--- src/rtl/simon_pkg.sv ---
// Shared definitions for the Simon Says game sequencer: direction codes,
// sequencer states and the 16-bit Fibonacci LFSR step.
package simon_pkg;

  typedef enum logic [1:0] {
    DIR_UP    = 2'b00,
    DIR_DOWN  = 2'b01,
    DIR_RIGHT = 2'b10,
    DIR_LEFT  = 2'b11
  } dir_e;

  typedef enum logic [2:0] {
    ST_IDLE,
    ST_GEN,
    ST_SHOW_ON,
    ST_SHOW_OFF,
    ST_WAIT_KEY,
    ST_ROUND_GAP,
    ST_WIN,
    ST_LOSE
  } state_e;

  // Taps 16,14,13,11 expressed as bit positions 15,13,12,10
  localparam logic [15:0] LFSR_TAPS = 16'hB400;

  function automatic logic [15:0] lfsr_step(input logic [15:0] s);
    return {s[14:0], ^(s & LFSR_TAPS)};
  endfunction

endpackage

--- src/rtl/simon_lfsr16.sv ---
// Free-running 16-bit Fibonacci LFSR used as the direction source.
module simon_lfsr16
  import simon_pkg::*;
#(
  parameter logic [15:0] SEED = 16'hACE1
) (
  input  logic        clock,
  input  logic        reset,
  input  logic        en,
  output logic [15:0] state
);

  always_ff @(posedge clock) begin
    if (reset)   state <= SEED;
    else if (en) state <= lfsr_step(state);
  end

endmodule

--- src/rtl/simon_sequencer.sv ---
// Simon Says game sequencer: grows a random direction sequence, plays it back
// on show_on/show_dir, then checks the player's keys against it.
module simon_sequencer
  import simon_pkg::*;
#(
  parameter int          MAX_LEN        = 16,
  parameter int          SHOW_CYCLES    = 25_000_000,
  parameter int          GAP_CYCLES     = 12_500_000,
  parameter int          TIMEOUT_CYCLES = 100_000_000,
  parameter logic [15:0] LFSR_SEED      = 16'hACE1
) (
  input  logic                         clock,
  input  logic                         reset,
  input  logic                         start,
  input  logic                         key_valid,
  input  logic [1:0]                   key_dir,
  output logic                         show_on,
  output logic [1:0]                   show_dir,
  output logic                         key_ok,
  output logic                         busy,
  output logic                         win,
  output logic                         lose,
  output logic [$clog2(MAX_LEN+1)-1:0] round_len
);

  localparam int LW   = $clog2(MAX_LEN + 1);
  localparam int IW   = $clog2(MAX_LEN);
  localparam int MAXC = (SHOW_CYCLES > GAP_CYCLES)
                        ? ((SHOW_CYCLES > TIMEOUT_CYCLES) ? SHOW_CYCLES : TIMEOUT_CYCLES)
                        : ((GAP_CYCLES  > TIMEOUT_CYCLES) ? GAP_CYCLES  : TIMEOUT_CYCLES);
  localparam int TW   = $clog2(MAXC) + 1;

  localparam logic [TW-1:0] SHOW_LAST = TW'(SHOW_CYCLES - 1);
  localparam logic [TW-1:0] GAP_LAST  = TW'(GAP_CYCLES - 1);
  localparam logic [TW-1:0] TO_LAST   = TW'(TIMEOUT_CYCLES - 1);
  localparam logic [LW-1:0] MAX_L     = LW'(MAX_LEN);

  state_e          state;
  logic [TW-1:0]   timer;
  logic [LW-1:0]   idx;
  logic [LW-1:0]   idx_nxt;
  logic [1:0]      seq [MAX_LEN];
  logic [15:0]     lfsr;
  logic            lfsr_unused;

  simon_lfsr16 #(.SEED(LFSR_SEED)) u_lfsr (
    .clock (clock),
    .reset (reset),
    .en    (1'b1),
    .state (lfsr)
  );

  // Only the two low bits pick a direction; the rest just feed the shift chain
  assign lfsr_unused = ^lfsr[15:2];
  assign idx_nxt     = idx + 1'b1;

  // Sequence store carries no reset: entries are always written before being read
  always_ff @(posedge clock) begin
    if (!reset && state == ST_GEN && round_len < MAX_L)
      seq[round_len[IW-1:0]] <= lfsr[1:0];
  end

  always_ff @(posedge clock) begin
    if (reset) begin
      state     <= ST_IDLE;
      timer     <= '0;
      idx       <= '0;
      round_len <= '0;
      show_on   <= 1'b0;
      show_dir  <= 2'b00;
      key_ok    <= 1'b0;
      busy      <= 1'b0;
      win       <= 1'b0;
      lose      <= 1'b0;
    end else begin
      key_ok <= 1'b0;
      case (state)
        ST_IDLE, ST_WIN, ST_LOSE: begin
          if (start) begin
            state     <= ST_GEN;
            round_len <= '0;
            busy      <= 1'b1;
            win       <= 1'b0;
            lose      <= 1'b0;
          end
        end

        ST_GEN: begin
          if (round_len != MAX_L) round_len <= round_len + 1'b1;
          idx     <= '0;
          timer   <= '0;
          show_on <= 1'b1;
          // seq[0] is being written this very cycle on the first round
          show_dir <= (round_len == '0) ? lfsr[1:0] : seq[0];
          state    <= ST_SHOW_ON;
        end

        ST_SHOW_ON: begin
          if (timer == SHOW_LAST) begin
            timer   <= '0;
            show_on <= 1'b0;
            state   <= ST_SHOW_OFF;
          end else begin
            timer <= timer + 1'b1;
          end
        end

        ST_SHOW_OFF: begin
          if (timer == GAP_LAST) begin
            timer <= '0;
            if (idx_nxt == round_len) begin
              idx   <= '0;
              state <= ST_WAIT_KEY;
            end else begin
              idx      <= idx_nxt;
              show_on  <= 1'b1;
              show_dir <= seq[idx_nxt[IW-1:0]];
              state    <= ST_SHOW_ON;
            end
          end else begin
            timer <= timer + 1'b1;
          end
        end

        ST_WAIT_KEY: begin
          // A key on the timeout cycle is still evaluated
          if (key_valid) begin
            timer <= '0;
            if (key_dir != seq[idx[IW-1:0]]) begin
              state <= ST_LOSE;
              lose  <= 1'b1;
              busy  <= 1'b0;
            end else begin
              key_ok <= 1'b1;
              if (idx_nxt != round_len) begin
                idx <= idx_nxt;
              end else begin
                idx <= '0;
                if (round_len == MAX_L) begin
                  state <= ST_WIN;
                  win   <= 1'b1;
                  busy  <= 1'b0;
                end else begin
                  state <= ST_ROUND_GAP;
                end
              end
            end
          end else if (timer == TO_LAST) begin
            timer <= '0;
            state <= ST_LOSE;
            lose  <= 1'b1;
            busy  <= 1'b0;
          end else begin
            timer <= timer + 1'b1;
          end
        end

        ST_ROUND_GAP: begin
          if (timer == GAP_LAST) begin
            timer <= '0;
            state <= ST_GEN;
          end else begin
            timer <= timer + 1'b1;
          end
        end

        default: state <= ST_IDLE;
      endcase
    end
  end

endmodule

--- config.mk ---
export PLATFORM = sky130hd
export DESIGN_NAME = simon_sequencer
export DESIGN_NICKNAME = d
export VERILOG_FILES = /design/src/rtl/simon_pkg.sv /design/src/rtl/simon_lfsr16.sv /design/src/rtl/simon_sequencer.sv
export SDC_FILE = /design/constraint.sdc
export NUM_CORES = 1
export LEC_CHECK = 0
export BUFFER_PORTS_ARGS = -buffer_cell sky130_fd_sc_hd__buf_2
export CAP_MARGIN = 25
export CORE_MARGIN = 8
export CORE_UTILIZATION = 55
export CTS_CLUSTER_SIZE = 40
export DETAILED_ROUTE_END_ITERATION = 6
export PLACE_DENSITY = 0.72
export SYNTH_ARGS = -nofsm -noshare
export SYNTH_HDL_FRONTEND = slang
export SYNTH_HIERARCHICAL = 1
export SYNTH_SLANG_ARGS = --single-unit
--- constraint.sdc ---
create_clock -name clock -period 4.3 [get_ports clock]
set_input_delay 0.86 -clock clock [delete_from_list [all_inputs] [get_ports clock]]
set_output_delay 0.86 -clock clock [all_outputs]
set_load 0.01 [all_outputs]
Word level (Yosys, flattened, before mapping)

Memories as Yosys holds them, arrays and structs flattened. A register that Yosys moved wholly into a read port is not among the register bits.
Index checks and enable logic that the tools add are counted.

Bits in registers: 64
Word-level logic and storage cells: 125
Output and inout port bits: 12
Memories: 1
Input port bits: 6
RAM bits: 32

Reduce and logical (&&, ||, !) cells: 23
Order comparisons: 1
Bitwise gates (word level): 2
Multiplexer cells: 55
Eq/ne operators: 29
$add $sub $neg: 3

Memory list:

| memory | words | width | read ports | clocked after memory_dff | write ports | RTL line              | RTL |
|---|---|---|---|---|---|---|---|
| seq    | 16    | 2     | 3          | 1                        | 1           | simon_sequencer.sv:42 | `logic [1:0] seq [MAX_LEN];` |

Operators by type and width:

| operator              | number |
|---|---|
| $mux 28               | 4 |
| $pmux 28 s4           | 1 |
| $mux 5                | 7 |
| $add 28x1->28 const B | 1 |
| $eq 28x24->1 const B  | 1 |
| $eq 28x25->1 const B  | 1 |
| $eq 28x27->1 const B  | 1 |
| $mux 3                | 9 |
| $mux 1                | 20 |
| $ne 2x2->1 const B    | 9 |
| $pmux 3 s6            | 1 |
| $reduce_xor 16->1     | 1 |
| $pmux 5 s3            | 1 |
| $eq 3x3->1 const B    | 4 |
| $reduce_and 4->1      | 3 |
| $reduce_and 6->1      | 2 |
| $add 5x1->5 const B   | 2 |
| $pmux 5 s2            | 1 |
| $mux 2                | 4 |
| $mux 4                | 2 |
| $ne 4x4->1 const B    | 2 |
| $eq 3x2->1 const B    | 2 |
| $ne 3x3->1 const B    | 2 |
| $pmux 1 s2            | 3 |
| 22 further kinds      | 29 |

Depth between registers and ports, before layout

Gate-level depths: netlist (run 1).

Word-level depth: 8
Depth in mapped cells: 10
Depth with buffers taken out: 8

Hierarchy

Netlist (run 1), hierarchy kept.

By module, submodules not included:

| module          | cells an instance | instances | area each (um2) | seq. area each (um2) |
|---|---|---|---|---|
| simon_sequencer | 469               | 1         | 4618.2          | 2001.9 |
| simon_lfsr16    | 55                | 1         | 619.3           | 320.3 |

Worst setup path after synthesis (run 1)

Ideal clock, no wire load.

Path kind: flip-flop to flip-flop
Start: reg (tool-made name)
End: reg (tool-made name)
Setup time: 0.119 ns
Clock period less this slack: 2.436 ns
Arrival time: 2.318 ns
Data required time: 4.181 ns
Slack: 1.864 ns
Stages on the path, launching flop included: 9
Buffers on the path: 1
Cells stage by stage: dfxtp_1 buf_6 mux4_1 mux4_2 xnor2_2 o31a_4 a21o_2 and3_1 a31o_2

Worst setup path after layout (run 1)

Start: reg timer[0]
End: reg timer[11]

Longest elaborated chain between the ends: 4
Elaborated cells on any way between the ends: 9
Classes of those cells: 1 x add/sub; 3 x eq/ne; 5 x mux

RTL lines:

| what                                                 | RTL line               | RTL |
|---|---|---|
| start: declaration                                   | simon_sequencer.sv:39  | `logic [TW-1:0] timer;` |
| start signal: assignment                             | simon_sequencer.sv:104 | `timer <= timer + 1'b1;` |
| start signal: assignment                             | simon_sequencer.sv:121 | `timer <= timer + 1'b1;` |
| start signal: assignment                             | simon_sequencer.sv:154 | `timer <= timer + 1'b1;` |
| $add 28x1->28 / $eq 28x27->1 (equally long branches) | n/a                    |  |
| $mux 28                                              | simon_sequencer.sv:148 | `end else if (timer == TO_LAST) begin` |
| $mux 28                                              | simon_sequencer.sv:127 | `if (key_valid) begin` |
| $pmux 28 s4 (*)                                      | simon_sequencer.sv:77  | `case (state)` |

Every way passes the cells marked *; elsewhere a longest branch is shown, timed or not.
A chain may end at the register's enable or synchronous reset.

==> impl_metrics.tcl, run 1 <==
set metrics [dict create \
    grt-busiest-layer "met2" \
    relSlewSlack 0.395 \
    ys.flop_type "dfxtp_1" \
    grt_use_met3 0.0401 \
    drv_cap 0 \
    dp_hpwl_um 8240 \
    timing.final.crit_share 0.682 \
    grt_pass1_wl_um 19000 \
    end_kind "flip-flop" \
    first_global_vias 3811 \
    cp.arrival_ns 3.19 \
    setup_viol_count_final 0 \
    worstPathMaxFanout 24 \
    clock.fmax_mhz 341 \
    place_congestion 0.850 \
    synth_seq_cells 100 \
    status "finished clean" \
    drtPass1Iterations 6 \
    synth-edff-count 32 \
    wl_um 11400 \
    yosys_warnings 6 \
    antenna_found_initial 0 \
    vias 4090 \
    grt_usage 0.181 \
    async_flop_share 0 \
    rsz0062_at_grt "no" \
    peakVddDrop_mv 0.221 \
    start_util 0.567 \
    clockBufferDepth 2 \
    crit_required_ns 4.56 \
    drive_above_1_share 0.124 \
    ys_types 73 \
    antenna_left 0 \
    worst_skew_pair.late_latency_ns 0.36 \
    design.die.area_um2 12900 \
    syn2layout_area_growth_pct 5.23 \
    syn-num-nets 536 \
    drc_errors 0 \
    maxSlewViolCount 0 \
    die_x_um 114 \
    p_per_area_nw_per_um2 384 \
    numClockSinks 100 \
    critPathKind "reg -> reg" \
    finalClockSkew_ns 0.00550 \
    startpoint_type "flip-flop" \
    ctsHtreeMaxLevel 3 \
    min_path_type "reg -> reg" \
    post_cts.repair.setup_buffers 0 \
    die_h_um 114 \
    post_cts_resized 0 \
    drt_iter0_markers 360 \
    cts_hold_buffers 0 \
    grt.overflow.total 0 \
    fin_tns_setup_ns 0 \
    nNetsFinal 538 \
    use_met2 0.285 \
    portBuffers 17 \
    hold_viol 0 \
    period_minus_slack_ns 2.93 \
    rows 35 \
    final_core_util 0.596 \
    use_met1 0.240 \
    p_leak_nw 1.85 \
    n_antenna_cell 0 \
    yosysSeqAreaShare 0.443 \
    syn_inst 524 \
    core_um2 9240 \
    avgViaCountPerCell 6.20 \
    io_pins 18 \
    cts_tree "done" \
    numCtsBuffers 9 \
    holdWs_ns 0.457 \
    postSynthAreaPerCell_um2 10.0 \
    grt_start_max_net_pins 28 \
    tightest_slew_ns 0.908 \
    root_buffer "clkbuf_8" \
    path_clk_slew_ns 0.09 \
    netlist_area_um2 5240 \
    wl_per_cell_um 17.3 \
]
## power breakdown
part	internal [mW]	switching, mW
combinational	0.177	0.293
sequential	1.03	0.0839
clock	0.215	0.322
## synthesized netlist by cell type (2+ instances only)
| cell type | number | area (um^2) |
|---|---|---|
| and4b_1 | 3 | 30.0 |
| and3_1 | 7 | 43.8 |
| xnor2_2 | 3 | 48.8 |
| a311oi_1 | 4 | 35.0 |
| nand4_1 | 11 | 68.8 |
| nor4b_1 | 2 | 17.5 |
| nor2b_1 | 4 | 25.0 |
| o211ai_1 | 3 | 22.5 |
| nor4_1 | 5 | 31.3 |
| a21o_1 | 2 | 15.0 |
| clkbuf_1 | 15 | 56.3 |
| or2_2 | 4 | 25.0 |
| nand2_2 | 2 | 12.5 |
| nand3_1 | 28 | 140 |
| buf_6 | 5 | 56.3 |
| mux4_1 | 5 | 131 |
| or3_1 | 4 | 25.0 |
| mux2i_1 | 29 | 290 |
| o21ai_0 | 13 | 65.1 |
| xor2_1 | 4 | 35.0 |
| a211o_1 | 2 | 17.5 |
| a21oi_2 | 2 | 17.5 |
| xnor2_1 | 12 | 105 |
| and4_1 | 5 | 43.8 |
| a21oi_1 | 18 | 90.1 |
| edfxtp_1 | 32 | 961 |
| dfxtp_1 | 68 | 1360 |
| a22oi_1 | 3 | 22.5 |
| mux4_2 | 9 | 203 |
| ha_1 | 6 | 75.1 |
| nand3b_1 | 3 | 22.5 |
| o311ai_1 | 15 | 131 |
| a311o_1 | 2 | 20.0 |
| inv_1 | 11 | 41.3 |
| nand2_1 | 75 | 282 |
| a31oi_1 | 2 | 12.5 |
| nand2b_1 | 4 | 25.0 |
| nor3_1 | 8 | 40.0 |
| a211oi_1 | 3 | 22.5 |
| nor2_1 | 54 | 203 |
| buf_2 | 5 | 25.0 |
## critical path, cell delays in order, from the launching register on
cell,delay (ns)
dfxtp_1,0.41
ha_1,0.24
nand3_1,0.20
nor3_1,0.37
nand4_1,0.28
a211o_1,0.39
and4_1,0.50
a21o_1,0.28
a21o_1,0.16
## final timing paths
path / from / to / slack, ns / cells after the start
hold reg to reg: lose$_SDFFE_PP0P_ / lose$_SDFFE_PP0P_ / 0.46 / 2
setup / recovery: timer[0]$_SDFFE_PP0P_ / timer[11]$_SDFFE_PP0P_ / 1.37 / 8
setup reg to reg: timer[0]$_SDFFE_PP0P_ / timer[11]$_SDFFE_PP0P_ / 1.37 / 8
hold / removal: lose$_SDFFE_PP0P_ / lose$_SDFFE_PP0P_ / 0.46 / 2
## flip-flops by register name (all words and copies together), names as in the netlist, named ones only
signal and cells:
busy 1, idx 5, key_ok 1, lose 1
round_len 5, seq 32, show_dir 2, show_on 1
state 3, timer 28, u_lfsr/state 16, win 1
## kinds of logic (layout without fill, tap and decap cells)
kind of cell / count (synthesis) / count (layout) / share of synthesized area
adder cells (fa/ha/maj): 6 / 6 / 0.0143
other: 1 / 1 / 0.000716
flip-flops: 100 / 100 / 0.443
buffers and inverters: 39 / 46 / 0.0397
AO/OA/AOI/OAI: 84 / 84 / 0.119
AND/OR/NAND/NOR: 230 / 230 / 0.220
multiplexers: 43 / 43 / 0.119
XOR/XNOR: 21 / 21 / 0.0435
## per-stage QoR
step | setup slack (ns) | area, um^2 | instances | power [mW]
2_1_floorplan | 1.86 | 5240 | 524 | 1.47
3_3_place_gp | 1.49 | 5330 | 643 | 1.57
3_5_place_dp | 1.48 | 5340 | 644 | 1.59
4_1_cts | 1.46 | 5510 | 660 | 2.13
5_1_grt | 1.17 | 5510 | 660 | 2.22
6_report | 1.37 | 5510 | 660 | 2.12
## layout make-up
type | count | area (um^2)
Tap cell | 129 | 161
Clock buffer | 11 | 131
Multi-Input combinational cell | 385 | 2710
Inverter | 11 | 41.3
Sequential cell | 100 | 2320
Fill cell | 796 | 3730
Clock inverter | 5 | 36.3
Timing Repair Buffer | 19 | 108
## layer usage
metal  part of all wire  vias to the layer above
met4              0.018                        0
met5                  0                        -
met2               0.47                      135
li1                   -                     1946
met1               0.45                     1984
met3              0.063                       25
## cells in the final DEF (no fill, tap or decap), types with 3 or more instances in the layout
cell type and instances:
xor2_1 4, mux4_2 9, a211oi_1 3, ha_1 6, mux2i_1 29, clkbuf_8 9
o211ai_1 3, nor2b_1 4, o21ai_0 13, xnor2_2 3, nand3_1 28, xnor2_1 12
nand4_1 11, dfxtp_1 68, a21oi_2 3, or2_2 4, nor2_1 54, and3_1 7
and4_1 5, mux4_1 5, nand2_1 75, a21oi_1 17, or3_1 4, edfxtp_1 32
o311ai_1 15, a22oi_1 3, buf_2 17, and4b_1 3, inv_1 11, nor3_1 8
nor4_1 5, nand3b_1 3, nand2b_1 4, a311oi_1 4
(Power assumes the default switching activity.)
==> inputs of run 2 (changes only) <==
--- a/config.mk
+++ b/config.mk
@@ -11,7 +11,7 @@
 export CORE_UTILIZATION = 55
 export CTS_CLUSTER_SIZE = 40
 export DETAILED_ROUTE_END_ITERATION = 6
-export PLACE_DENSITY = 0.72
+export PLACE_DENSITY = 0.75
 export SYNTH_ARGS = -nofsm -noshare
 export SYNTH_HDL_FRONTEND = slang
 export SYNTH_HIERARCHICAL = 1
==> constraint.sdc (replaced) <==
create_clock -name clock -period 2.66 [get_ports clock]
set_input_delay 0.532 -clock clock [delete_from_list [all_inputs] [get_ports clock]]
set_output_delay 0.532 -clock clock [all_outputs]
set_load 0.01 [all_outputs]
==> run 2 against run 1 <==
Compared with the run above:
- largest cell class unchanged
- critical path type unchanged
- critical path depth down 1
- clock skew up 0.015 ns
- non-clock buffer count up 21
- first-iteration DRC count down 37%
==> impl_metrics.tcl, run 2 (synthesized netlist as in run 1, its figures left out) <==
set metrics [dict create \
    status "finished clean" \
    final-instance-count-excl-fill 681 \
    portBuffers 17 \
    place_congestion 0.915 \
    cts_hold_buffers 0 \
    finalClockSkew_ns 0.0209 \
    timing.final.crit_share 0.968 \
    drive_above_1_share 0.165 \
    rows 35 \
    drv_cap 0 \
    end_kind "flip-flop" \
    rsz0062_at_grt "no" \
    cp.arrival_ns 2.83 \
    drc_errors 0 \
    critPathKind "reg -> reg" \
    post_cts_resized 0 \
    clockBufferDepth 2 \
    min_path_type "reg -> reg" \
    core_um2 9240 \
    peakVddDrop_mv 0.271 \
    avgViaCountPerCell 6.03 \
    start_util 0.567 \
    tightest_slew_ns 0.669 \
    clock.fmax_mhz 388 \
    root_buffer "clkbuf_8" \
    relSlewSlack 0.554 \
    wl_um 11300 \
    drt_iter0_markers 228 \
    layout_common_cells "nand2_1, dfxtp_1, nor2_1, edfxtp_1, mux2i_1" \
    cts_tree "done" \
    fillers 762 \
    numCtsBuffers 9 \
    grt_pass1_wl_um 18900 \
    wl_per_cell_um 16.6 \
    die_h_um 114 \
    grt.overflow.total 0 \
    worst_skew_pair.late_latency_ns 0.38 \
    holdWs_ns 0.464 \
    fin_tns_setup_ns 0 \
    p_leak_nw 1.97 \
    antenna_found_initial 0 \
    n_antenna_cell 0 \
    path_clk_slew_ns 0.09 \
    dp_cells 665 \
    ctsHtreeMaxLevel 3 \
    max_stage_delay_ns 0.57 \
    post_cts.repair.setup_buffers 0 \
    crit_slowest_cell "mux4_1" \
    p_per_area_nw_per_um2 632 \
    largest_reg_flops 32 \
    first_global_vias 3966 \
    worstPathMaxFanout 7 \
    numClockSinks 100 \
    grt_start_max_net_pins 20 \
    final_area_um2 5720 \
    antenna_left 0 \
    startpoint_type "flip-flop" \
    design.die.area_um2 12900 \
    crit_required_ns 2.92 \
    io_pins 18 \
    maxSlewViolCount 0 \
    hold_viol 0 \
    final_common_cell "nand2_1" \
    syn2layout_area_growth_pct 9.29 \
    grt_usage 0.179 \
    placed_cell_area_um2 5510 \
    period_minus_slack_ns 2.57 \
    power.total_mw 3.62 \
    path_cells "mux4_1 -> mux4_2 -> xnor2_2 -> o31a_4 -> a21o_2 -> and3_1 -> a31o_2" \
    drtPass1Iterations 5 \
    dp_hpwl_um 8440 \
    vias 4106 \
    setup_viol_count_final 0 \
    die_x_um 114 \
    nNetsFinal 559 \
]
run 2: final cells by class:
| type | count | area (um^2) | area share |
|---|---|---|---|
| repair buffers | 40 | 278 | 0.0485 |
| clock inverters | 7 | 80.1 | 0.0140 |
| well taps | 129 | 161 | 0.0282 |
| flip-flops and latches | 100 | 2320 | 0.406 |
| inverters | 11 | 41.3 | 0.00721 |
| multi-input cells | 385 | 2720 | 0.475 |
| clock buffers | 9 | 124 | 0.0216 |
run 2: critical path: cells and delay by family, from the launching register on:
family	cells	cell delay (ns)
AO/OA/AOI/OAI	3	0.62
AND/OR/NAND/NOR	1	0.17
multiplexers	2	1.08
flip-flops	1	0.45
XOR/XNOR	1	0.15
run 2: through the flow:
stage | util | setup WS (ns)
floorplan | - | 0.224
finish | 0.619 | 0.0856
CTS | 0.619 | 0.0976
global route | 0.619 | 0.00316
detailed placement | 0.597 | 0.117
global placement | 0.595 | 0.188
run 2: path summary, 6_finish.rpt:
kind	from	endpoint	slack (ns)	cells past startpoint
max	flip-flop	flip-flop	0.09	7
min	show_dir[1]$_SDFFE_PP0P_	show_dir[1]$_SDFFE_PP0P_	0.46	2
max reg2reg	flip-flop	flip-flop	0.09	7
min reg2reg	show_dir[1]$_SDFFE_PP0P_	show_dir[1]$_SDFFE_PP0P_	0.46	2
run 2: where the power goes:
part	leakage [nW]	switching [mW]	internal, mW	total (mW)
combinational	1.03	0.538	0.336	0.874
clock	0.0983	0.553	0.447	1.00
sequential	0.839	0.0808	1.66	1.74
run 2: layer usage:
| layer | track usage | vias to the layer above | wire [um] |
|---|---|---|---|
| met5 | 0 | - | 0 |
| met4 | 0.0710 | 0 | 201 |
| met3 | 0.0280 | 18 | 655 |
| met2 | 0.307 | 132 | 5450 |
| met1 | 0.220 | 1972 | 5020 |
| li1 | - | 1984 | - |
==> inputs of run 3 (changes only) <==
--- a/config.mk
+++ b/config.mk
@@ -8,10 +8,9 @@
 export BUFFER_PORTS_ARGS = -buffer_cell sky130_fd_sc_hd__buf_2
 export CAP_MARGIN = 25
 export CORE_MARGIN = 8
-export CORE_UTILIZATION = 55
+export CORE_UTILIZATION = 24
 export CTS_CLUSTER_SIZE = 40
 export DETAILED_ROUTE_END_ITERATION = 6
-export PLACE_DENSITY = 0.75
 export SYNTH_ARGS = -nofsm -noshare
 export SYNTH_HDL_FRONTEND = slang
 export SYNTH_HIERARCHICAL = 1
==> run 3 against run 2 <==
Compared with the run above:
- final cell count up 22%
- setup slack better by 0.056 ns
- global-route usage down 8.9 points
- wire length up 3.4%
- core utilization down 34 points
- critical path type unchanged
- largest cell class unchanged
- highest routed layer is now met5
==> impl_metrics.tcl, run 3 (synthesized netlist as in run 1, its figures left out) <==
set metrics [dict create \
    cts_hold_buffers 0 \
    first_global_vias 3776 \
    portBuffers 17 \
    clockPowerShare 0.359 \
    relSlewSlack 0.590 \
    reg2reg_depth 7 \
    finalClockSkew_ns 0.0143 \
    clock.fmax_mhz 397 \
    worstPathMaxFanout 9 \
    rrSetupSlack_ns 0.14 \
    fin_tns_setup_ns 0 \
    largest_reg_flops 32 \
    switching_share 0.303 \
    core_um2 21600 \
    crit_required_ns 2.89 \
    hold_viol 0 \
    final-instance-count-excl-fill 833 \
    vias 4008 \
    layout_common_cells "nand2_1, dfxtp_1, nor2_1, edfxtp_1, mux2i_1" \
    p_leak_nw 2.05 \
    critPathKind "reg -> reg" \
    clockBufferDepth 2 \
    wl_um 11700 \
    power.share.combinational 0.212 \
    nNetsFinal 560 \
    die_x_um 164 \
    grt_start_max_net_pins 27 \
    timing.final.crit_share 0.947 \
    root_buffer "clkbuf_16" \
    r2r_end "idx[1]$_SDFFE_PP0P_" \
    drive_above_1_share 0.166 \
    dp_hpwl_um 8700 \
    cp.arrival_ns 2.75 \
    setup_viol_count_final 0 \
    design.die.area_um2 26800 \
    io_pins 18 \
    path_clk_slew_ns 0.07 \
    drt_iter0_markers 316 \
    numClockSinks 100 \
    power_frac_seq 0.429 \
    worst_skew_pair.late_latency_ns 0.34 \
    period_minus_slack_ns 2.52 \
    drtPass1Iterations 5 \
    numCtsBuffers 9 \
    tightest_slew_ns 0.610 \
    start_util 0.242 \
    grt_usage 0.0900 \
    grt_pass1_wl_um 19600 \
    status "finished clean" \
    rsz0062_at_grt "no" \
    drc_errors 0 \
    min_path_type "reg -> reg" \
    final_common_cell "nand2_1" \
    holdPathEnd "lose$_SDFFE_PP0P_" \
    place_congestion 0.808 \
    syn2layout_area_growth_pct 15.5 \
    rows 54 \
    drv_cap 0 \
    n_antenna_cell 0 \
    wl_per_cell_um 14.1 \
    dp_cells 817 \
    hp-start "lose$_SDFFE_PP0P_" \
    antenna_left 0 \
    maxSlewViolCount 0 \
    min_delay_path_depth 2 \
    antenna_found_initial 1 \
    peakVddDrop_mv 0.316 \
    cts_tree "done" \
    startpoint_type "flip-flop" \
    p_per_area_nw_per_um2 676 \
    grt.overflow.total 0 \
    power.total_mw 4.09 \
    p_int_mw 2.85 \
    avgViaCountPerCell 4.81 \
    end_kind "flip-flop" \
    p_sw_mw 1.24 \
    ctsHtreeMaxLevel 3 \
    die_h_um 164 \
]
-- run 3: cell types whose count changed in the layout (fill, tap and decap cells not counted), sizes merged --
| cell | previous run | this run |
|---|---|---|
| buf | 40 | 41 |
| bufinv | 1 | 2 |
| clkinvlp | 2 | 0 |
| inv | 14 | 15 |
-- run 3: power groups by stage --
stage | sequential, mW | combinational [mW] | clock [mW]
after floorplan | 1.77 | 0.611 | 0
after global placement | 1.79 | 0.857 | 0
after detailed placement | 1.79 | 0.859 | 0
after CTS | 1.75 | 0.863 | 1.50
after global routing | 1.77 | 0.957 | 1.57
final | 1.75 | 0.865 | 1.47
-- run 3: timing repair --
| item | in CTS | in global routing |
|---|---|---|
| setup buffers | 0 | 0 |
| gates resized for setup | 0 | 2 |
| endpoints found under the hold margin | 0 | 0 |
| setup endpoints to repair | 0 | 7 |
-- run 3: stage by stage --
stage,setup slack [ns],hold WS (ns),instance area [um^2],utilization
finish,0.142,0.455,6050,0.280
global route,0.0395,0.483,6050,0.280
CTS,0.0201,0.458,6040,0.279
detailed placement,0.0272,0.447,5700,0.264
global placement,0.0622,0.442,5700,0.264
floorplan,0.224,0.444,5240,-
-- run 3: layout make-up --
cell class              instances  area (um^2)
clock buffers                   9          225
clock inverters                 7          114
fillers                      2293        15600
inverters                      11         41.3
multi-input cells             385         2720
flip-flops and latches        100         2320
well taps                     280          350
repair buffers                 41          278
-- run 3: layer usage --
layer / track usage / vias up / part of all wire
li1: - / 1994 / -
met1: 0.121 / 1899 / 0.47
met2: 0.141 / 103 / 0.45
met3: 0.0188 / 10 / 0.057
met4: 0.0298 / 2 / 0.013
met5: 0 / - / 0.0011
-- run 3: worst max-delay path by stage --
| stage | startpoint | to | cells after the start |
|---|---|---|---|
| after global routing | timer[16]$_SDFFE_PP0P_ | timer[11]$_SDFFE_PP0P_ | 8 |
| after floorplan | flip-flop | flip-flop | 8 |
| after CTS | flip-flop | idx[1]$_SDFFE_PP0P_ | 7 |
| final | flip-flop | idx[1]$_SDFFE_PP0P_ | 7 |
| after detailed placement | flip-flop | idx[1]$_SDFFE_PP0P_ | 7 |
| after global placement | flip-flop | idx[1]$_SDFFE_PP0P_ | 7 |
-- run 3: worst max-delay path, stage by stage (launching register included) --
cell	delay, ns
dfxtp_2	0.43
mux4_1	0.58
mux4_2	0.51
xnor2_2	0.15
o31a_4	0.14
a21o_2	0.24
and3_1	0.16
a31o_2	0.21
